[config.mk]
export PLATFORM = sky130hd
export DESIGN_NAME = bsg_chip_link_bringup_ctrl
export DESIGN_NICKNAME = d
export VERILOG_FILES = /design/src/rtl/bsg_chip_link_bringup_ctrl.sv
export SDC_FILE = /design/constraint.sdc
export NUM_CORES = 1
export LEC_CHECK = 0
export BUFFER_PORTS_ARGS = -buffer_cell sky130_fd_sc_hd__buf_2
export CAP_MARGIN = 20
export CORE_MARGIN = 2
export CORE_UTILIZATION = 39
export DETAILED_ROUTE_END_ITERATION = 16
export PLACE_DENSITY = 0.67
export SYNTH_ARGS = -nofsm -noshare
export SYNTH_HDL_FRONTEND = slang
export SYNTH_SLANG_ARGS = --single-unit
[constraint.sdc]
create_clock -name clk_i -period 2.64 [get_ports clk_i]
set_clock_uncertainty 0.2 [all_clocks]
set_input_delay 0.264 -clock clk_i [delete_from_list [all_inputs] [get_ports clk_i]]
set_output_delay 0.264 -clock clk_i [all_outputs]
set_load 0.02 [all_outputs]
[src/rtl/bsg_chip_link_bringup_ctrl.sv]
// Sequences per-link upstream/downstream reset release, then waits for link ready or times out.
// Latency: start accepted at edge t enters ASSERT at t+1; no backpressure, start ignored while busy.
module bsg_chip_link_bringup_ctrl #(
    parameter int num_links_p      = 2,
    parameter int reset_cycles_p   = 16,
    parameter int settle_cycles_p  = 64,
    parameter int timeout_cycles_p = 1024
) (
    input  logic                   clk_i,
    input  logic                   reset_n_i,
    input  logic                   start_i,
    input  logic [num_links_p-1:0] link_mask_i,
    input  logic [num_links_p-1:0] link_ready_i,
    output logic [num_links_p-1:0] up_reset_o,
    output logic [num_links_p-1:0] down_reset_o,
    output logic                   busy_o,
    output logic                   done_o,
    output logic                   fail_o,
    output logic [num_links_p-1:0] fail_mask_o
);

    localparam int max_ab_lp = (reset_cycles_p > settle_cycles_p) ? reset_cycles_p : settle_cycles_p;
    localparam int max_lp    = (max_ab_lp > timeout_cycles_p) ? max_ab_lp : timeout_cycles_p;
    localparam int cnt_w_lp  = $clog2(max_lp + 1);

    localparam logic [cnt_w_lp-1:0] reset_last_lp   = cnt_w_lp'(reset_cycles_p - 1);
    localparam logic [cnt_w_lp-1:0] settle_last_lp  = cnt_w_lp'(settle_cycles_p - 1);
    localparam logic [cnt_w_lp-1:0] timeout_last_lp = cnt_w_lp'(timeout_cycles_p - 1);
    localparam logic [cnt_w_lp-1:0] cnt_max_lp      = cnt_w_lp'(max_lp);

    typedef enum logic [2:0] {
        S_IDLE,
        S_ASSERT,
        S_REL_UP,
        S_REL_DOWN,
        S_WAIT_READY,
        S_DONE,
        S_FAIL
    } state_e;

    state_e                  state_r, state_n;
    logic [cnt_w_lp-1:0]     cnt_r;
    logic [num_links_p-1:0]  mask_r;
    logic [num_links_p-1:0]  fail_mask_r;
    logic                    load_mask;
    logic                    capture_fail;
    logic                    timed;
    logic                    all_ready;

    assign all_ready = ((link_ready_i & mask_r) == mask_r);

    always_comb begin
        state_n      = state_r;
        load_mask    = 1'b0;
        capture_fail = 1'b0;
        timed        = 1'b0;
        case (state_r)
            S_IDLE, S_DONE, S_FAIL: begin
                if (start_i) begin
                    load_mask = 1'b1;
                    // An empty mask has nothing to sequence, so it completes immediately.
                    state_n   = (link_mask_i == '0) ? S_DONE : S_ASSERT;
                end
            end
            S_ASSERT: begin
                timed = 1'b1;
                if (cnt_r == reset_last_lp) state_n = S_REL_UP;
            end
            S_REL_UP: begin
                timed = 1'b1;
                if (cnt_r == settle_last_lp) state_n = S_REL_DOWN;
            end
            S_REL_DOWN: begin
                timed = 1'b1;
                if (cnt_r == settle_last_lp) state_n = S_WAIT_READY;
            end
            S_WAIT_READY: begin
                timed = 1'b1;
                // Ready takes priority over timeout in the last cycle.
                if (all_ready) begin
                    state_n = S_DONE;
                end else if (cnt_r == timeout_last_lp) begin
                    state_n      = S_FAIL;
                    capture_fail = 1'b1;
                end
            end
            default: state_n = S_IDLE;
        endcase
    end

    always_ff @(posedge clk_i or negedge reset_n_i) begin
        if (!reset_n_i) begin
            state_r     <= S_IDLE;
            cnt_r       <= '0;
            mask_r      <= '0;
            fail_mask_r <= '0;
        end else begin
            state_r <= state_n;
            if (state_n != state_r) begin
                cnt_r <= '0;
            end else if (timed && (cnt_r != cnt_max_lp)) begin
                cnt_r <= cnt_r + 1'b1;
            end
            if (load_mask) begin
                mask_r      <= link_mask_i;
                fail_mask_r <= '0;
            end else if (capture_fail) begin
                fail_mask_r <= mask_r & ~link_ready_i;
            end
        end
    end

    // Unmasked links see ~mask_r == 1, so they stay in reset in every state.
    always_comb begin
        up_reset_o   = '1;
        down_reset_o = '1;
        busy_o       = 1'b0;
        done_o       = 1'b0;
        fail_o       = 1'b0;
        fail_mask_o  = '0;
        case (state_r)
            S_ASSERT: begin
                busy_o = 1'b1;
            end
            S_REL_UP: begin
                busy_o     = 1'b1;
                up_reset_o = ~mask_r;
            end
            S_REL_DOWN, S_WAIT_READY: begin
                busy_o       = 1'b1;
                up_reset_o   = ~mask_r;
                down_reset_o = ~mask_r;
            end
            S_DONE: begin
                done_o       = 1'b1;
                up_reset_o   = ~mask_r;
                down_reset_o = ~mask_r;
            end
            S_FAIL: begin
                fail_o       = 1'b1;
                fail_mask_o  = fail_mask_r;
                up_reset_o   = ~mask_r;
                down_reset_o = ~mask_r;
            end
            default: ;
        endcase
    end

endmodule

After elaboration in Yosys (flattened, before gate mapping) --
Index checks and enable logic that the tools add are counted.
Word-level totals: register bits after elaboration 18, bits in latches 0, RAM bits 0, memory bits (read-only) 0, input port bits 7, output and inout bits 9, logic and storage cells 53, memories 0
Operators by class: add/sub/neg operators 1, $mul 0, div/mod/pow operators 0, order comparisons 0, equal/unequal tests 12, shift operators 0, muxes and demuxes 23, bitwise gates (word level) 4, reduce and logical (&&, ||, !) cells 9
Operator list (count):
- $mux W11 | 2
- $mux W3 | 7
- $pmux W3 S5 | 1
- $add A11 B1 Y11 const B | 1
- $eq A11 B10 Y1 const B | 1
- $eq A11 B4 Y1 const B | 1
- $eq A11 B6 Y1 const B | 1
- $ne A11 B11 Y1 const B | 1
- $mux W2 | 5
- $eq A3 B3 Y1 const B | 3
- $mux W1 | 8
- $reduce_or A4 Y1 | 2
- $eq A3 B2 Y1 const B | 2
- $reduce_or A5 Y1 | 1
- $and A2 B2 Y2 | 2
- $not A2 Y2 | 2
- $reduce_bool A2 Y1 | 2
- $eq A3 B1 Y1 const B | 1
- $logic_not A3 Y1 | 1
- $ne A3 B3 Y1 | 1
- $reduce_or A3 Y1 | 1
- $eq A2 B2 Y1 | 1
- $logic_not A2 Y1 | 1
- $logic_and A1 B1 Y1 | 1

Depth between registers and ports, before layout --
word-level depth 6, mapped depth 7, gate-level depth less buffers 6

Worst setup path after synthesis --
OpenSTA, ideal clock, no wires.
kind reg-to-reg, start point register cnt_r[0], end point register cnt_r[0], setup time 0.136 ns, arrival 1.739 ns, data required time 2.304 ns, slack 0.565 ns, cell stages (with the launch flop) 7, buffers on the path 0, period minus slack after synthesis 2.075 ns, cell sequence dfrtp_1 ha_1 nand4b_2 nor4_1 nand4bb_1 a31oi_2 nor3_1
On the way: cells in the longest elaborated chain, start to end 6, elaborated cells between the ends (all ways) 16, classes of those cells 1 x add/sub; 5 x eq/ne; 8 x mux; 2 x reduce/logical
RTL lines:
- from (decl) | line 42 | logic [cnt_w_lp-1:0] cnt_r;
- from (signal assigned) | line 102 | cnt_r <= cnt_r + 1'b1;
- $eq A11 B10 Y1 | line 82 | end else if (cnt_r == timeout_last_lp) begin
- $mux W3 | line 82
- $mux W3 | line 80 | if (all_ready) begin
- $pmux W3 S5 | line 57 | case (state_r)
- $ne A3 B3 Y1 | line 99 | if (state_n != state_r) begin
- $mux W11 / $reduce_bool A2 Y1 (equally long branches)
Several ways; a longest one is shown, not always the timed one. The select of a mux whose other input is x is not followed. A chain may end at the register's enable or synchronous reset.

Final worst setup path --
start point register cnt_r[0], end point register cnt_r[10]
Same word-level chain as after synthesis.

==> reports/summary.txt <==
Run status = complete, no violations
Clock-pin slew on the worst setup and hold paths = 0.11 ns
Period utilization = 88.7%
Post_cts resized = 0
Fmax = 427 MHz
Vias per cell = 5.37
GRT overflow = 0
WP data required = 2.62 ns
NetSw = 516 uW
Crit path time final = 2.34 ns
Clk root buf = clkbuf_4
Die outline height = 60.2 um
Seq pwr share = 38.8%
Worst R2R Start = cnt_r[0]
Main flop type after synthesis = dfrtp_1
Top-count cell post-synth = dfrtp_1
Maximum VDD drop = 0.344 mV
RSZ-0062 raised after global routing = no
Worst skew pair latency = 0.30 ns
Nature of the critical path endpoint = flop
Post-detailed-route wirelength per cell = 13.5 um
CP Launch Type = flop
FF-to-FF End = cnt_r[10]
Fill cell count = 306
Syn Std Cell Area = 1230 um2
Number of detailed-route iterations in the first pass = 4
Net Sw Frac = 44.2%
Post-Syn Nets = 146
Metal-1 WL = 1.25 mm
Initial antenna violation count = 0
Finish-stage setup viols = 0
Die span in x = 60.2 um
Synth Warn # = 0
Share of layout cells above drive strength 1 = 23.2%
Worst Hold Path Cells = 2
Core footprint = 3030 um2
WP data arrival = 2.32 ns
Clock power share = 15.3%
Power Internal = 652 uW
Largest net degree at the start of global routing = 19
Global placement routability congestion = 0.843
End of the worst hold path = mask_r[1]
Crit-path slowest cell = dfrtp_1
DR iter-0 viols = 16
Area leader, netlist = dfrtp_1
Rows = 20
PwrDens = 845 nW/um2
Reg2reg path depth = 6
Hold Vio Cnt, Final = 0
Max_cap viols = 0
First-pass GRT wire length = 4.45 mm
Register bit total from synthesis = 18
Comb power frac = 45.9%
Port bufs = 15
Setup CP Type = flop to flop
Setup repair bufs after CTS = 0
Total CTS buffers = 3
CP Max Fanout = 7
CP peak stage delay = 0.44 ns
Max-slew violations = 0
CTS max path bufs = 2
Post-synthesis area per instance = 9.00 um2
Met2 wire length = 1.27 mm
Via count = 1048
Clk sinks = 18
Top sig layer = met4
Min-delay src = link_mask_i[1]
Post-Syn Instances = 137
Yosys top cell area share = 36.5%
Sequential area share after synthesis = 36.5%
Post-synth top cells = dfrtp_1, nor2_1, nand2_1, xnor2_1
Area grow syn2layout = 12.2%
Final setup TNS = 0 ns
Met3 WL post-DR = 58 um
Hpwl dp = 1.97 mm
Crit-path cells = ha_1 -> nand4b_2 -> nor4_1 -> nand4bb_1 -> a31oi_2 -> nor3_1
Asr flop ratio synth = 100%
Register area = 450 um2
Lkg Pwr = 0.000597 uW
Pwr Total = 1170 uW
CTS tree = done
Number of distinct library cells after synthesis = 42
Die area = 3630 um2
DRT antenna net count = 0
Antenna cells = 0
CTS Hold Buffers Added = 1
H-tree Lvls = 1
GR Util All Layers = 17.0%
Residual DRC = 0
Worst slew pin tran = 0.461 ns
Worst rel slew slack = 69.3%
Hold Path Class = input port to flop
Nets = 161
Area contributors post-synth = dfrtp_1, xnor2_1, nor4_1, nor2_1, nor3_1
Vias in the first global route = 984
Post-synth EDFFs = 0
Drt total wl = 2.63 mm
Area occupied by multi-input gates = 711 um2
Initial core utilization = 40.7%
I/O pin cnt = 16
R2R Setup Slk = 0.30 ns
[through the flow]
step | setup WS (ns) | hold WS (ns) | instance area, um2 | instances | util (%)
floorplan | 0.565 | -0.232 | 1230 | 137 | -
global placement | 0.382 | 0.0160 | 1340 | 190 | 44.1
detailed placement | 0.297 | 0.0208 | 1340 | 190 | 44.1
CTS | 0.278 | 0.0277 | 1380 | 195 | 45.7
global route | 0.0630 | 0.0195 | 1380 | 195 | 45.7
finish | 0.300 | 0.0288 | 1380 | 195 | 45.7
[cell families (layout without fill, tap and decap cells)]
group	after synthesis	after routing	synth area share (%)
flip-flops	18	18	36.5
buffers and inverters	15	29	5.79
XOR/XNOR	12	12	8.53
multiplexers	6	6	5.18
AND/OR/NAND/NOR	68	68	32.0
adder cells (fa/ha/maj)	2	2	2.03
AO/OA/AOI/OAI	16	16	9.95
[power by group through the flow]
stage          combinational [uW]  sequential [uW]  clock, uW
2_1_floorplan                 492              381          0
3_3_place_gp                  525              454          0
3_5_place_dp                  539              457          0
4_1_cts                       544              451        179
5_1_grt                       605              470        194
6_report                      536              453        179
[worst max-delay path, delay by kind of cell, from the launching register on]
family | cells | cell delay, ns
AND/OR/NAND/NOR | 4 | 0.88
flip-flops | 1 | 0.44
AO/OA/AOI/OAI | 1 | 0.42
adder cells (fa/ha/maj) | 1 | 0.28
[placed cells by master (no fill, tap or decap), types with 2 or more instances in the layout]
cell      count
buf_2        15
nand2_1      10
nor4_1        8
nor2b_1       4
mux2_2        3
mux2i_1       3
buf_4         3
a21oi_1       2
or3_1         2
xnor2_1      10
nor2_2        4
o21ai_0       3
nand3_1       7
a31oi_1       2
nor2_1       11
ha_1          2
nand4_1       4
and2_1        2
inv_1         6
nor3_1        8
xor2_1        2
dfrtp_1      18
clkbuf_4      3
[routing by layer]
layer,global-route usage (%),vias up
li1,-,518
met5,0,-
met3,2.16,5
met2,25.8,19
met4,9.21,0
met1,23.3,506
[cell type report]
class	count	area share [%]
multi-input cells	104	51.4
flip-flops and latches	18	32.6
repair buffers	19	7.78
well taps	44	3.98
clock buffers	4	2.62
inverters	6	1.63
[worst max-delay path by stage]
stage | startpoint | end | cells after the start
floorplan | cnt_r[0] | cnt_r[0] | 6
global placement | cnt_r[0] | cnt_r[1] | 6
detailed placement | cnt_r[0] | cnt_r[10] | 6
CTS | cnt_r[0] | cnt_r[10] | 6
global route | cnt_r[0] | cnt_r[10] | 6
finish | cnt_r[0] | cnt_r[10] | 6
[registers in the layout, summed over array words and instances, names as in the netlist]
name / count
state_r: 3
fail_mask_r: 2
mask_r: 2
cnt_r: 11
Note: power is estimated with default switching activity, not from simulation.
